**config.mk**
```make
export PLATFORM = sky130hd
export DESIGN_NAME = pipe_hazard_ctrl
export DESIGN_NICKNAME = d
export VERILOG_FILES = /design/src/rtl/pipe_hazard_ctrl.sv
export SDC_FILE = /design/constraint.sdc
export NUM_CORES = 1
export LEC_CHECK = 0
export CAP_MARGIN = 20
export CORE_UTILIZATION = 40
export DETAILED_ROUTE_END_ITERATION = 10
export PLACE_DENSITY = 0.81
export SYNTH_ARGS = -nofsm -noshare
export SYNTH_HDL_FRONTEND = slang
export SYNTH_SLANG_ARGS = --single-unit
```
**constraint.sdc**
```tcl
create_clock -name clk -period 2.9 [get_ports clk]
set_clock_uncertainty 0.1 [all_clocks]
set_input_delay 0.29 -clock clk [delete_from_list [all_inputs] [get_ports clk]]
set_output_delay 0.29 -clock clk [all_outputs]
set_load 0.05 [all_outputs]
```
**src/rtl/pipe_hazard_ctrl.sv**
```systemverilog
// pipe_hazard_ctrl: stall/flush/forwarding control for a 5-stage pipeline with a memory-wait FSM.
// Define HAZARD_PERF_EN to add the stall_cycles/flush_count performance counters.
module pipe_hazard_ctrl #(
    parameter int MEM_TIMEOUT = 15
) (
    input  logic        clk,
    input  logic        reset,
    input  logic [3:0]  id_rn,
    input  logic [3:0]  id_rm,
    input  logic        id_rn_used,
    input  logic        id_rm_used,
    input  logic [3:0]  ex_rd,
    input  logic        ex_rwrite,
    input  logic        ex_is_load,
    input  logic [3:0]  mem_rd,
    input  logic        mem_rwrite,
    input  logic [3:0]  wb_rd,
    input  logic        wb_rwrite,
    input  logic        ex_branch_taken,
    input  logic        mem_req,
    input  logic        mem_ack,
    output logic        stall_if,
    output logic        stall_id,
    output logic        stall_ex,
    output logic        stall_mem,
    output logic        flush_id,
    output logic        flush_ex,
    output logic        flush_mem,
    output logic [1:0]  fwd_a,
    output logic [1:0]  fwd_b,
`ifdef HAZARD_PERF_EN
    output logic [15:0] stall_cycles,
    output logic [15:0] flush_count,
`endif
    output logic        mem_err
);
    typedef enum logic {RUN, MEM_WAIT} state_t;

    state_t     state, state_nx;
    logic [7:0] cnt;
    logic       run, waiting, timeout, freeze, hit_rn, hit_rm, lu, br;

    // r15 is the PC: never a forwarding or load-use source
    function automatic logic [1:0] fwd_sel(input logic [3:0] src, input logic used,
                                           input logic [3:0] m_rd, input logic m_w,
                                           input logic [3:0] w_rd, input logic w_w);
        return (!used || src == 4'hF) ? 2'b00 :
               (m_w && m_rd == src)   ? 2'b01 :
               (w_w && w_rd == src)   ? 2'b10 : 2'b00;
    endfunction

    always_comb begin
        run      = reset && state == RUN;
        waiting  = reset && state == MEM_WAIT;
        timeout  = waiting && !mem_ack && cnt == 8'(MEM_TIMEOUT);
        freeze   = waiting && !mem_ack && !timeout;
        hit_rn   = id_rn_used && id_rn != 4'hF && id_rn == ex_rd;
        hit_rm   = id_rm_used && id_rm != 4'hF && id_rm == ex_rd;
        lu       = run && ex_is_load && ex_rwrite && (hit_rn || hit_rm);
        br       = run && ex_branch_taken;
        stall_if  = freeze || (lu && !br);
        stall_id  = freeze || (lu && !br);
        stall_ex  = freeze;
        stall_mem = freeze;
        flush_id  = br;
        flush_ex  = br || lu;
        flush_mem = timeout;
        mem_err   = timeout;
        fwd_a     = fwd_sel(id_rn, id_rn_used, mem_rd, mem_rwrite, wb_rd, wb_rwrite);
        fwd_b     = fwd_sel(id_rm, id_rm_used, mem_rd, mem_rwrite, wb_rd, wb_rwrite);
        state_nx  = (state == RUN) ? ((mem_req && !mem_ack) ? MEM_WAIT : RUN)
                                   : ((mem_ack || timeout) ? RUN : MEM_WAIT);
    end

    always_ff @(posedge clk or negedge reset) begin
        if (!reset) begin
            state <= RUN;
            cnt   <= 8'd0;
        end else begin
            state <= state_nx;
            cnt   <= (state == RUN) ? 8'd0 : (mem_ack ? cnt : cnt + 8'd1);
        end
    end

`ifdef HAZARD_PERF_EN
    always_ff @(posedge clk or negedge reset) begin
        if (!reset) begin
            stall_cycles <= 16'd0;
            flush_count  <= 16'd0;
        end else begin
            if ((stall_if || stall_id || stall_ex || stall_mem) && stall_cycles != 16'hFFFF)
                stall_cycles <= stall_cycles + 16'd1;
            if ((flush_id || flush_mem) && flush_count != 16'hFFFF)
                flush_count <= flush_count + 16'd1;
        end
    end
`endif
endmodule

```
==> results_dict.tcl <==
set metrics [dict create \
    fillers 189 \
    crit_start "id_rn[1]" \
    cts_setup_buffers 0 \
    cts_buffers 3 \
    die-area_sq_um 2270 \
    fin_util_pct 66.45 \
    layout_commonest_cell "clkdlybuf4s50_1" \
    dieWidth_um 47.64 \
    cts.repair.resized 0 \
    p_leak_nw 0.5643 \
    vias 872 \
    final_net_count 171 \
    finalCritPeriodShare_pct 87.77 \
    hold_viol 0 \
    max_slew.worst_pin.slew_ns 0.5306 \
    holdBufCountCts 0 \
    peakVddDrop_mv 0.2840 \
    status "complete, no violations" \
    synth_nets 128 \
    synth-seq-area-share_pct 27.03 \
    most-common-layout-cells "clkdlybuf4s50_1, xnor2_1, xor2_1" \
    cp.arrival_ns 2.16 \
    grt_max_degree 13 \
    drtPass1Iterations 4 \
    num_antenna_cells 0 \
    clock_latency_ns 0.26 \
    postSynthCellCount 96 \
    tns_ns 0 \
    coreArea_sq_um 1962 \
    row_count 16 \
    synthFlopType "dfrtp_1" \
    slew_headroom_pct 64.30 \
    grt_setup_unrepaired "no" \
    ys_seq_elements 9 \
    synth.avg_cell_area_sq_um 8.680 \
    crit_required_ns 2.51 \
    grt_pass1_wl_um 3505 \
    max_freq_mhz 392.9 \
    dr.first_iter.drc_count 15 \
    clock-sinks 9 \
    critPathKind "input port to output port" \
    combPwrFrac_pct 36.9 \
    area_growth_pct 56.46 \
    pwr-share-seq_pct 36.7 \
    cts_tree "built" \
    p_per_area_nw_per_um2 276.6 \
    power.share.switching_pct 29.91 \
    crit_path_max_fanout 4 \
    slew_violations 0 \
    synthArstFlopShare_pct 100.0 \
    clk_pin_slew_ns 0.06 \
    die_h_um 47.64 \
    antenna_found_initial 0 \
    place.gp.congestion 0.8712 \
    fin_hold_ws_ns 0.2830 \
    cp-start-kind "input port" \
    drt_wl_total_um 2397 \
    total_power_mw 0.3607 \
    ant_nets 0 \
    drive_gt1_share_pct 13.04 \
    synth_warnings 0 \
    hpwl_um 1929 \
    power_switching_mw 0.1079 \
    drc 0 \
    grt_pass1_vias 861 \
    post_drt_via_cell_ratio 5.285 \
    finalInstanceArea_sq_um 1304 \
    gr-usage-all-layers_pct 22.40 \
    grt_overflow_total 0 \
    min-delay-path-class "input port to asynchronous set/reset pin" \
    h-tree-depth 1 \
    worstSetupEndpointType "output port" \
    synth_edf_count 0 \
    place_area_sq_um 1277 \
    pwr-share-clk_pct 26.4 \
    synth_cell_type_count 29 \
    period_minus_slack_ns 2.545 \
    ios 43 \
    cts_max_path_buffers 2 \
    setup_violations 0 \
    start_util_pct 42.47 \
    power.internal_mw 0.2528 \
    syn_area_sq_um 833.3 \
    timing.rr.start "cnt[0]$_DFFE_PN0P_" \
    cap_viol_max_count 0 \
    port_buffers 42 \
    wire_per_inst_um 14.53 \
    cts_root_buf "clkbuf_4" \
]
==> logic make-up after synthesis <==
family | Yosys count | share of synthesized area (%)
AND/OR/NAND/NOR | 42 | 29.43
buffers and inverters | 8 | 4.955
multiplexers | 1 | 1.201
adder cells (fa/ha/maj) | 1 | 1.501
AO/OA/AOI/OAI | 7 | 6.456
flip-flops | 9 | 27.03
XOR/XNOR | 28 | 29.43
==> sequential cells by signal, indices dropped and copies added, names as in the netlist <==
| register | cells |
|---|---|
| cnt | 8 |
| state | 1 |
==> stage by stage <==
stage	worst slack [ns]	cells
floorplan	-0.06545	96
global placement	0.4082	161
detailed placement	0.3546	161
CTS	0.3504	165
global route	0.2789	165
finish	0.3545	165
==> synth_stat cells, types with 2 or more instances <==
cell type	instances	area share (%)
nor4_1	3	2.3
nor3_1	2	1.2
o22ai_1	2	1.5
xnor2_1	17	18
dfrtp_1	9	27
and4_1	2	2.1
clkbuf_1	2	0.90
nand4_1	5	3.8
nor2b_1	4	3.0
inv_1	2	0.90
and2_1	8	6.0
nand3_1	4	2.4
nor2_1	4	1.8
xor2_1	11	12
buf_4	3	2.7
nand2_1	5	2.3
==> worst paths after layout <==
kind / slack (ns) / endpoint / cells past startpoint
setup / recovery: 0.35 / fwd_a[1] / 6
hold / removal: 0.28 / cnt[2]$_DFFE_PN0P_ / 2
setup reg to reg: 1.41 / state$_DFF_PN0_ / 4
hold reg to reg: 0.49 / cnt[1]$_DFFE_PN0P_ / 2
max in group asynchronous: 2.27 / cnt[6]$_DFFE_PN0P_ / 2
min in group clk: 0.49 / cnt[1]$_DFFE_PN0P_ / 2
==> final cells by class <==
cell class | instances | area (sq um) | area share, %
Inverter | 3 | 11.26 | 0.8637
Tap cell | 27 | 33.78 | 2.591
Multi-Input combinational cell | 79 | 571.8 | 43.86
Clock buffer | 4 | 26.28 | 2.015
Sequential cell | 9 | 225.2 | 17.27
Timing Repair Buffer | 43 | 435.4 | 33.40
==> metal layers <==
metal  vias up  GRT usage (%)  part of all wire [%]
li1        417              -                     -
met1       405          24.31                    42
met2        42          40.27                    47
met3         8          3.019                   8.4
met4         0          15.00                   3.1
met5         -              0                     0
==> power by group through the flow <==
stage / registers, mW / logic [mW] / clock network, mW
after global routing: 0.133 / 0.143 / 0.106
after global placement: 0.134 / 0.131 / 0
final: 0.132 / 0.133 / 0.0951
after CTS: 0.132 / 0.134 / 0.103
after detailed placement: 0.134 / 0.133 / 0
after floorplan: 0.132 / 0.0615 / 0
==> worst max-delay path, stage by stage <==
cell and delay (ns):
clkdlybuf4s50_1 0.58, inv_2 0.05, a221o_1 0.30, or4_1 0.55
and4_1 0.20, buf_4 0.18
Note: power is estimated with default switching activity, not from simulation.
